[src/rtl/fp8_mul_arbiter.sv]
// Two-requester round-robin front end for a shared FP8VectorMul2 pipeline: in-order
// result routing by tag, per-requester FWFT response FIFOs, credit flow control and mode draining.
module fp8_mul_arbiter #(
    parameter int unsigned RSP_DEPTH = 4,
    parameter int unsigned TAG_DEPTH = 8
) (
    input  logic         clk,
    input  logic         rst,
    input  logic [1:0]   req_valid,
    output logic [1:0]   req_ready,
    input  logic [1:0]   req_e5m2,
    input  logic [79:0]  req_data,
    output logic         mul_in_valid,
    output logic         mul_e5m2mode,
    output logic [7:0]   mul_q,
    output logic [7:0]   mul_k,
    output logic [7:0]   mul_a,
    output logic [7:0]   mul_b,
    output logic [7:0]   mul_c,
    input  logic         mul_out_valid,
    input  logic [95:0]  mul_res,
    output logic [1:0]   rsp_valid,
    input  logic [1:0]   rsp_ready,
    output logic [191:0] rsp_data,
    output logic         draining,
    output logic         err
);

    localparam int unsigned RAW = $clog2(RSP_DEPTH);
    localparam int unsigned TAW = $clog2(TAG_DEPTH);

    typedef logic [RAW-1:0] rptr_t;
    typedef logic [RAW:0]   rcnt_t;
    typedef logic [TAW-1:0] tptr_t;
    typedef logic [TAW:0]   tcnt_t;
    typedef enum logic {RUN, DRAIN} state_t;

    state_t               state_q, state_d;
    logic                 cur_mode, rr_last;
    logic [TAG_DEPTH-1:0] tag_mem;
    tptr_t                tag_wp, tag_rp;
    tcnt_t                tag_cnt;
    rcnt_t                credit  [2];
    logic [95:0]          rsp_mem [2][RSP_DEPTH];
    rptr_t                rsp_wp  [2];
    rptr_t                rsp_rp  [2];
    rcnt_t                rsp_cnt [2];

    logic [1:0] elig, grant, rsp_push, rsp_pop;
    logic       win, other, any_elig, issue, stall;
    logic       tag_empty, tag_full, res_push, res_tag;

    always_comb begin
        tag_empty = (tag_cnt == '0);
        tag_full  = (tag_cnt == tcnt_t'(TAG_DEPTH));
        for (int unsigned i = 0; i < 2; i++) begin
            elig[i] = req_valid[i] && (credit[i] != '0) && !tag_full;
        end
        any_elig = |elig;
        other    = ~rr_last;
        win      = elig[other] ? other : rr_last;
        // A mode-mismatched winner blocks both requesters until the pipeline is empty.
        issue    = rst && any_elig && ((req_e5m2[win] == cur_mode) || tag_empty);
        stall    = rst && any_elig && !issue;
        grant    = '0;
        if (issue) grant[win] = 1'b1;

        state_d = state_q;
        if (issue)      state_d = RUN;
        else if (stall) state_d = DRAIN;

        res_push = mul_out_valid && !tag_empty;
        res_tag  = tag_mem[tag_rp];
        rsp_data = '0;
        for (int unsigned i = 0; i < 2; i++) begin
            rsp_valid[i] = (rsp_cnt[i] != '0);
            rsp_pop[i]   = rsp_valid[i] && rsp_ready[i];
            rsp_push[i]  = res_push && (res_tag == 1'(i));
            if (rsp_valid[i]) rsp_data[96*i +: 96] = rsp_mem[i][rsp_rp[i]];
        end
    end

    assign req_ready = grant;
    assign draining  = (state_q == DRAIN);

    always_ff @(posedge clk or negedge rst) begin
        if (!rst) begin
            state_q      <= RUN;
            cur_mode     <= 1'b0;
            rr_last      <= 1'b1;
            mul_in_valid <= 1'b0;
            mul_e5m2mode <= 1'b0;
            {mul_q, mul_k, mul_a, mul_b, mul_c} <= '0;
            tag_mem      <= '0;
            tag_wp       <= '0;
            tag_rp       <= '0;
            tag_cnt      <= '0;
            err          <= 1'b0;
            for (int unsigned i = 0; i < 2; i++) begin
                credit[i]  <= rcnt_t'(RSP_DEPTH);
                rsp_wp[i]  <= '0;
                rsp_rp[i]  <= '0;
                rsp_cnt[i] <= '0;
            end
        end else begin
            state_q      <= state_d;
            mul_in_valid <= issue;
            if (issue) begin
                {mul_q, mul_k, mul_a, mul_b, mul_c} <= win ? req_data[79:40] : req_data[39:0];
                mul_e5m2mode     <= req_e5m2[win];
                cur_mode         <= req_e5m2[win];
                rr_last          <= win;
                tag_mem[tag_wp]  <= win;
                tag_wp           <= tag_wp + tptr_t'(1);
            end
            if (res_push) tag_rp <= tag_rp + tptr_t'(1);
            if (issue && !res_push)      tag_cnt <= tag_cnt + tcnt_t'(1);
            else if (!issue && res_push) tag_cnt <= tag_cnt - tcnt_t'(1);
            if (mul_out_valid && tag_empty) err <= 1'b1;

            // Credits cover both queued and in-flight results, so a result moving
            // from the pipeline into its FIFO leaves the credit untouched.
            for (int unsigned i = 0; i < 2; i++) begin
                if (grant[i] && !rsp_pop[i])      credit[i] <= credit[i] - rcnt_t'(1);
                else if (!grant[i] && rsp_pop[i]) credit[i] <= credit[i] + rcnt_t'(1);
                if (rsp_push[i]) rsp_wp[i] <= rsp_wp[i] + rptr_t'(1);
                if (rsp_pop[i])  rsp_rp[i] <= rsp_rp[i] + rptr_t'(1);
                if (rsp_push[i] && !rsp_pop[i])      rsp_cnt[i] <= rsp_cnt[i] + rcnt_t'(1);
                else if (!rsp_push[i] && rsp_pop[i]) rsp_cnt[i] <= rsp_cnt[i] - rcnt_t'(1);
            end
        end
    end

    always_ff @(posedge clk) begin
        for (int unsigned i = 0; i < 2; i++) begin
            if (rsp_push[i]) rsp_mem[i][rsp_wp[i]] <= mul_res;
        end
    end

endmodule

[config.mk]
export PLATFORM = sky130hd
export DESIGN_NAME = fp8_mul_arbiter
export DESIGN_NICKNAME = d
export VERILOG_FILES = /design/src/rtl/fp8_mul_arbiter.sv
export SDC_FILE = /design/constraint.sdc
export NUM_CORES = 1
export LEC_CHECK = 0
export CAP_MARGIN = 20
export CORE_MARGIN = 2
export CORE_UTILIZATION = 55
export CTS_BUF_LIST = sky130_fd_sc_hd__clkbuf_4
export DETAILED_ROUTE_END_ITERATION = 8
export DONT_BUFFER_PORTS = 1
export PLACE_DENSITY = 0.76
export SLEW_MARGIN = 30
export SYNTH_ARGS = -nofsm -noshare
export SYNTH_HDL_FRONTEND = slang
export SYNTH_SLANG_ARGS = --single-unit
[constraint.sdc]
create_clock -name clk -period 12.6 [get_ports clk]
set_input_delay 2.52 -clock clk [delete_from_list [all_inputs] [get_ports clk]]
set_output_delay 2.52 -clock clk [all_outputs]
set_load 0.02 [all_outputs]
==> results.toml, run 1 <==
[cts]
cts_resized = 0
htreeDepth = 4
root_buffer = "clkbuf_4"
cts_buffers = 207
cts_hold_buffers = 0
cts_tree = "done"
clkTransAtPathRegs_ns = 0.06
cts.sinks = 851
clk_path_buf_depth = 3
worst_skew_pair.late_latency_ns = 1.04
post-cts-setup-buffers = 0

[power]
power.density_nw_per_um2 = 143.0
ir_worst_vdd_mv = 0.09443
p_leak_uw = 0.01225

[place]
port_buffers = 0
gp_congestion = 0.7801
placed_area_um2 = 34200
hpwl_mm = 38.65

[logic_synthesis]
synth_top_cell_by_area = "edfxtp_1"
avgSynthCellArea_um2 = 21.46
synth_area_um2 = 33340
synth_ff_type = "edfxtp_1"
synth_xor_area_share_pct = 0.6829
synthAdderAreaFrac_pct = 0.9381
synth-edff-count = 768
ys_ff_latch = 851
syn_inst = 1554
muxShareOfSynthArea_pct = 16.72
synthSimpleGateAreaFrac_pct = 4.679
synth_top_family_by_area = "multiplexers"
yosys_warnings = 0
synth_top_area_share_pct = 69.16
syn_nets = 1761
synth_compound_area_share_pct = 0.3940
ys_seq_area_share_pct = 75.40
synth.top_cells.by_area = "edfxtp_1 (69%), mux4_2 (13%), dfrtp_1 (6.0%)"
async_flop_share_pct = 9.753
yosysUniqueCellTypes = 47

[cells_and_area]
fill_cells = 4158
syn_to_final_growth_pct = 10.48
layout-drive-gt1-share_pct = 34.70
multiInputGateArea_um2 = 7859
postLayoutCellArea_um2 = 36840
final_cell_mix = "edfxtp_1 (768), clkbuf_4 (284), mux4_2 (194)"
nets = 1908
register_area_um2 = 25160
mostFrequentLayoutCell = "edfxtp_1"

[critical_path]
worstPathRequired_ns = 10.08
start_kind = "input port"
crit_arrival_ns = 4.21
crit_type = "in2out"
end_kind = "primary output"
crit_fanout = 11

[global_route]
antenna_found_initial = 3
grt_pass1_wl_mm = 105.4
track_usage_pct = 23.12
overflow = 0
grt_max_degree = 86
grt_pass1_vias = 16970

[floorplanning]
start_util_pct = 55.45
fp.dieW_um = 250.2
num_rows = 90
dieArea_um2 = 62610
die_h_um = 250.2
core_um2 = 60130
io_pins = 425

[timing]
min_period_over_period_pct = 53.37
fin_crit_ns = 6.725
slew_headroom_pct = 36.24
hold_violations = 0
setup_viol = 0
worstMarginPinSlew_ns = 0.9564
fmax_mhz = 148.7
fin_setup_tns_ns = 0
slew_violations = 0
rsz0062_at_grt = "no"
hold_slack_ns = 0.4757
fin_skew_ns = 0.06269

[detailed_routing]
firstDrtPassIters = 5
wl_per_cell_um = 26.82
avgViaCountPerCell = 5.979
drcViolationCount = 0
vias = 15800
drt_iter0_markers = 1173
wl_mm = 70.86
ant_nets = 0

[flow_run]
cap_violations = 0

[hold_path]
min_path_type = "reg2reg"

[outcome]
status = "finished, final reports clean"
## sequential cells by signal, indices dropped and copies added, names as in the netlist, 3 cells and up
register  cells
rsp_rp        4
tag_mem       8
rsp_wp        4
rsp_cnt       6
tag_cnt       4
mul_k         8
credit        6
mul_q         8
rsp_mem     768
mul_c         8
tag_rp        3
mul_a         8
mul_b         8
tag_wp        3
## metrics by stage
step	total power, µW	setup WS (ns)	utilization (%)	instances
6_report	5267	5.875	61.27	2642
5_1_grt	5476	5.818	61.27	2642
4_1_cts	5332	5.962	61.18	2634
3_5_place_dp	3144	5.961	56.87	2273
3_3_place_gp	3144	5.686	56.80	2272
2_1_floorplan	3143	5.921	-	1554
## worst max-delay path: stages
cell and delay, ns:
or2_0 0.24, o32a_1 0.35, a211oi_2 0.72, nor4_1 0.16, buf_4 0.21
## final cells by class
cell class	instances	share of cell area (%)
Sequential cell	851	68.29
Multi-Input combinational cell	613	21.33
Clock buffer	284	5.787
Tap cell	782	2.656
Clock inverter	77	1.250
Timing Repair Buffer	20	0.5570
Inverter	8	0.08151
Antenna cell	7	0.04755
## synthesized netlist by cell type (all sizes together), types with 3 or more instances
library cell,count
inv,8
nand3,6
or4b,3
nor2,11
ha,17
and2,201
o21ai,4
clkbuf,45
dfrtp,80
nand2,8
nor3,10
xnor2,17
nand4b,3
fa,5
edfxtp,768
dfstp,3
mux4,194
buf,37
mux2,96
xor2,9
mux2i,3
## cell families (layout without fill, tap and decap cells)
logic type,count (synthesis),in the layout
AOI/OAI and AO/OA,17,17
xor gates and xnor gates,26,26
muxes,293,293
adders and majority gates,22,22
other,0,7
buffers and inverters,90,389
DFF,851,851
and+or+nand+nor,255,255
## path summary, 6_finish.rpt
path | from | endpoint | slack (ns) | depth (start not counted)
worst max register to register | tag_cnt[0] | tag_cnt[3] | 8.52 | 13
worst min register to register | rsp_cnt[2] | rsp_cnt[2] | 0.48 | 1
worst min-delay path | rsp_cnt[2] | rsp_cnt[2] | 0.48 | 1
min in group asynchronous | rst | mul_b[2] | 1.17 | 0
max in group asynchronous | rst | credit[5] | 11.23 | 0
worst max-delay path | req_e5m2[1] | req_ready[0] | 5.87 | 5
## report_power, final
part           total [µW]  internal, µW      switching [µW]
clock                2180          1110                1070
sequential           3080          3080  0.0000000000000390
combinational        7.89          5.41                2.47
## per-layer routing
metal	GRT usage, %	routed length (µm)	vias to the layer above
met5	0	0	-
met4	7.083	1013	0
met3	9.799	7180	80
met2	38.49	36540	752
met1	27.51	26130	8293
li1	-	-	6672
Power figures use the tool's default switching activity.
==> inputs of run 2 (changes only) <==
Clock period 12.6 ns to 6.76 ns, I/O delays scaled along.
==> results.toml, run 2 (synthesis gave the netlist of run 1 again) <==
[outcome]
status = "finished, final reports clean"

[timing]
min_period_over_period_pct = 81.02
worstMarginPinSlew_ns = 0.8586
fmax_mhz = 182.6
fin_crit_ns = 5.477
slew_headroom_pct = 42.76
setup_viol = 0
setup_ws_ns = 1.283
rsz0062_at_grt = "no"
fin_setup_tns_ns = 0
slew_violations = 0
fin_skew_ns = 0.05393
hold_violations = 0

[place]
hpwl_mm = 40.74
dp.cells = 2283
port_buffers = 0
gp_congestion = 0.7910
place_ws_ns = 1.808

[critical_path]
ff2ff_setup_slack_ns = 2.57
reg2reg_from = "tag_cnt[0]"
crit_fanout = 45
start_kind = "flip-flop"
crit_arrival_ns = 4.13
worstPathRequired_ns = 5.41
r2r_cells = 9
end_kind = "primary output"
r2r_end = "credit[1]"
crit_type = "reg2out"

[cells_and_area]
largest_reg_flops = 768
instances_no_fill = 2667
layout-drive-gt1-share_pct = 35.16
mostFrequentLayoutCell = "edfxtp_1"
syn_to_final_growth_pct = 10.81
nets = 1917
final_cell_mix = "edfxtp_1 (768), clkbuf_4 (303), mux4_2 (194)"

[cts]
clk_path_buf_depth = 3
cts_resized = 0
post-cts-setup-buffers = 0
clkTransAtPathRegs_ns = 0.07
cts.sinks = 851
htreeDepth = 4
worst_skew_pair.late_latency_ns = 1.03
root_buffer = "clkbuf_4"
cts_hold_buffers = 1
cts_tree = "done"
cts_buffers = 206

[detailed_routing]
wl_per_cell_um = 26.63
drcViolationCount = 0
wl_mm = 71.02
drt_iter0_markers = 1263
vias = 15930
firstDrtPassIters = 5
avgViaCountPerCell = 5.974
ant_nets = 0

[floorplanning]
dieArea_um2 = 62610
core_um2 = 60130
num_rows = 90
start_util_pct = 55.45
io_pins = 425
die_h_um = 250.2
fp.dieW_um = 250.2

[hold_path]
min_path_type = "in2async"

[global_route]
overflow = 0
grt_pass1_wl_mm = 104.8
grt_max_degree = 81
track_usage_pct = 22.95
grt_pass1_vias = 16870
antenna_found_initial = 4

[power]
ir_worst_vdd_mv = 0.1852
intPower_uw = 7813
p_sw_share_pct = 20.43
power.density_nw_per_um2 = 265.8
seqPwrFrac_pct = 58.4
finalPower_uw = 9820
pwr-share-comb_pct = 0.3
p_leak_uw = 0.01232
p_clk_share_pct = 41.4
switchingPower_uw = 2007

[flow_run]
cap_violations = 0
-- run 2: changes by cell type in the layout (fill, tap and decap cells not counted), sizes merged --
cell / delta
diode: +1
inv: +2
clkinv: -5
buf: +10
clkbuf: +19
clkinvlp: +1
bufinv: -3
-- run 2: worst max path at each step --
stage                     to     startpoint  cells past startpoint  slack (ns)
6_report        req_ready[1]     tag_cnt[0]                      6        1.28
3_5_place_dp    req_ready[1]    req_e5m2[1]                      6        1.81
3_3_place_gp    req_ready[1]    req_e5m2[1]                      6        1.90
4_1_cts         req_ready[1]     tag_cnt[0]                      6        1.15
5_1_grt         req_ready[1]     tag_cnt[0]                      6        0.99
2_1_floorplan  rsp_mem[0][0]  mul_out_valid                      4        2.22
-- run 2: power groups by stage --
stage	logic (µW)	clock network [µW]	registers, µW
final	25.1	4060	5730
after global routing	28.4	4440	5730
after CTS	26.1	4180	5730
after detailed placement	14.6	0	5850
after global placement	14.0	0	5850
after floorplan	12.5	0	5850
-- run 2: area by class of cell --
| type | instances | area [µm²] |
|---|---|---|
| Clock buffer | 303 | 2275 |
| Antenna cell | 8 | 20.02 |
| Sequential cell | 851 | 25160 |
| Clock inverter | 72 | 330.3 |
| Fill cell | 4143 | 23180 |
| Tap cell | 782 | 978.4 |
| Timing Repair Buffer | 30 | 302.8 |
| Multi-Input combinational cell | 613 | 7854 |
| Inverter | 8 | 30.03 |
-- run 2: per-layer routing --
| metal | track usage, % | routed length [µm] | part of all wire, % |
|---|---|---|---|
| met2 | 36.79 | 35480 | 50 |
| met4 | 8.845 | 1500 | 2.1 |
| met5 | 0 | 0 | 0 |
| met1 | 28.83 | 27550 | 39 |
| met3 | 8.376 | 6491 | 9.1 |
-- run 2: worst max-delay path, stage by stage (launching register included) --
cell and delay (ns):
dfrtp_1 0.47, nor4b_1 0.69, a211oi_1 0.17, and3_1 0.38, nor3_4 0.31, buf_4 0.62
and2_1 0.43
-- run 2: per-stage QoR --
| step | cell area [µm²] | hold WS, ns | utilization (%) |
|---|---|---|---|
| CTS | 36930 | 0.02902 | 61.41 |
| global route | 36950 | 0.03139 | 61.44 |
| detailed placement | 34300 | 0.4705 | 57.03 |
| global placement | 34270 | 0.4554 | 56.99 |
| floorplan | 33340 | 0.4336 | - |
| finish | 36950 | 0.1677 | 61.44 |
==> inputs of run 3 (changes only) <==
Clock period 6.76 ns to 5.3 ns, I/O delays scaled along.
==> results.toml, run 3 (synthesis gave the netlist of run 1 again) <==
[cts]
clkTransAtPathRegs_ns = 0.07
cts_buffers = 203
root_buffer = "clkbuf_4"
cts.sinks = 851
cts_resized = 0
worst_skew_pair.late_latency_ns = 1.01
htreeDepth = 4
clk_path_buf_depth = 3
cts_tree = "done"

[critical_path]
cpPeakStageDelay_ns = 0.74
crit_type = "reg2out"
r2r_cells = 8
crit_chain = "nor4b_1 -> a211oi_1 -> and3_1 -> nor3_4 -> and2_1"
crit_path_top_delay_cell = "nor4b_1"
reg2reg_from = "tag_cnt[0]"
ff2ff_setup_slack_ns = 1.72
r2r_end = "credit[1]"
crit_fanout = 11
crit_arrival_ns = 3.46
end_kind = "primary output"
start_kind = "flip-flop"
worstPathRequired_ns = 4.24

[timing]
rsz0062_at_grt = "no"
fin_setup_tns_ns = 0
slew_headroom_pct = 32.61
hold_violations = 0
slew_violations = 0
fmax_mhz = 221.1
min_period_over_period_pct = 85.34
fin_skew_ns = 0.07938
setup_viol = 0
fin_crit_ns = 4.523
worstMarginPinSlew_ns = 1.011

[power]
pwr-share-comb_pct = 0.6
p_clk_share_pct = 41.2
power.density_nw_per_um2 = 334.9
seqPwrFrac_pct = 58.3
p_sw_share_pct = 20.52
p_leak_uw = 0.01251
ir_worst_vdd_mv = 0.2887
intPower_uw = 9975
switchingPower_uw = 2576

[cells_and_area]
final_cell_mix = "edfxtp_1 (768), clkbuf_4 (295), mux4_2 (194)"
mostFrequentLayoutCell = "edfxtp_1"
largest_reg_flops = 768
postLayoutCellArea_um2 = 37470
layout-drive-gt1-share_pct = 34.44
nets = 1955
fill_cells = 4099
register_area_um2 = 25160
instances_no_fill = 2694
multiInputGateArea_um2 = 7854
syn_to_final_growth_pct = 12.38

[outcome]
status = "finished, final reports clean"

[detailed_routing]
vias = 16050
firstDrtPassIters = 5
drt_iter0_markers = 1159
wl_met2_mm = 37.04
dr.max_layer_used = "met4"
avgViaCountPerCell = 5.956
wl_met1_mm = 26.92
wl_per_cell_um = 26.73
wl_mm = 72.00
drcViolationCount = 0
ant_nets = 0
wl_met3_mm = 6.713

[global_route]
antenna_found_initial = 2
grt_max_degree = 97
grt_pass1_wl_mm = 107.4
track_usage_pct = 23.37
grt_pass1_vias = 17330
overflow = 0

[floorplanning]
fp.dieW_um = 250.2
die_h_um = 250.2
io_pins = 425
start_util_pct = 55.45
num_rows = 90
dieArea_um2 = 62610
core_um2 = 60130

[place]
gp_congestion = 0.7680
placed_area_um2 = 34420
hpwl_mm = 40.57
dp.cells = 2281
port_buffers = 0

[hold_path]
min_path_type = "in2reg"
min_from = "mul_res[69]"
min_to = "rsp_mem[0][357]"
hold_depth = 0

[flow_run]
cap_violations = 0
## run 3: how the worst max path moves through the flow
stage,start,end,slack [ns],depth (start not counted)
after global placement,req_e5m2[1],req_ready[1],1.63,5
after detailed placement,req_e5m2[1],credit[1],1.56,8
final,tag_cnt[0],req_ready[1],0.78,5
after global routing,tag_cnt[0],req_ready[1],0.48,6
after floorplan,mul_out_valid,rsp_mem[0][0],1.06,4
after CTS,tag_cnt[0],req_ready[1],0.65,5
## run 3: final cells by class
cell class                 instances  area share (%)
tap                              782           2.611
sequential                       851           67.14
inverter                           8         0.08013
antenna                            7         0.04674
timing repair buffer              71           2.284
clock inverter                    67          0.9750
multi-input combinational        613           20.96
clock buffer                     295           5.910
## run 3: critical path: cells and delay by family (launching register included)
kind	cells	cell delay, ns
flip-flops	1	0.47
AND/OR/NAND/NOR	4	1.87
AO/OA/AOI/OAI	1	0.16
## run 3: repair_timing
action                    in CTS  in global routing
hold buffers                  44                  0
hold endpoints to repair     257                  0
buffers inserted               0                  0
## run 3: metrics by stage
step                hold WS, ns  worst slack (ns)  util, %  total power, µW
floorplan                0.4336             1.055        -             7472
global placement         0.4556             1.635    57.09             7473
detailed placement       0.4690             1.561    57.24             7474
CTS                  0.00009348            0.6502    62.29            12690
global route           0.002066            0.4801    62.32            13020
finish                   0.1577            0.7771    62.32            12550
## run 3: power by group through the flow
stage / clock [µW] / combinational, µW / sequential (µW)
floorplan: 0 / 15.9 / 7460
detailed placement: 0 / 18.3 / 7460
CTS: 5310 / 74.1 / 7310
global placement: 0 / 17.6 / 7460
global route: 5640 / 81.1 / 7310
finish: 5170 / 74.1 / 7310
## run 3: routing by layer
metal  track usage (%)  up-vias
met2             38.74      755
met4             9.170        0
met3             7.981       89
li1                  -     6773
met5                 0        -
met1             28.46     8429
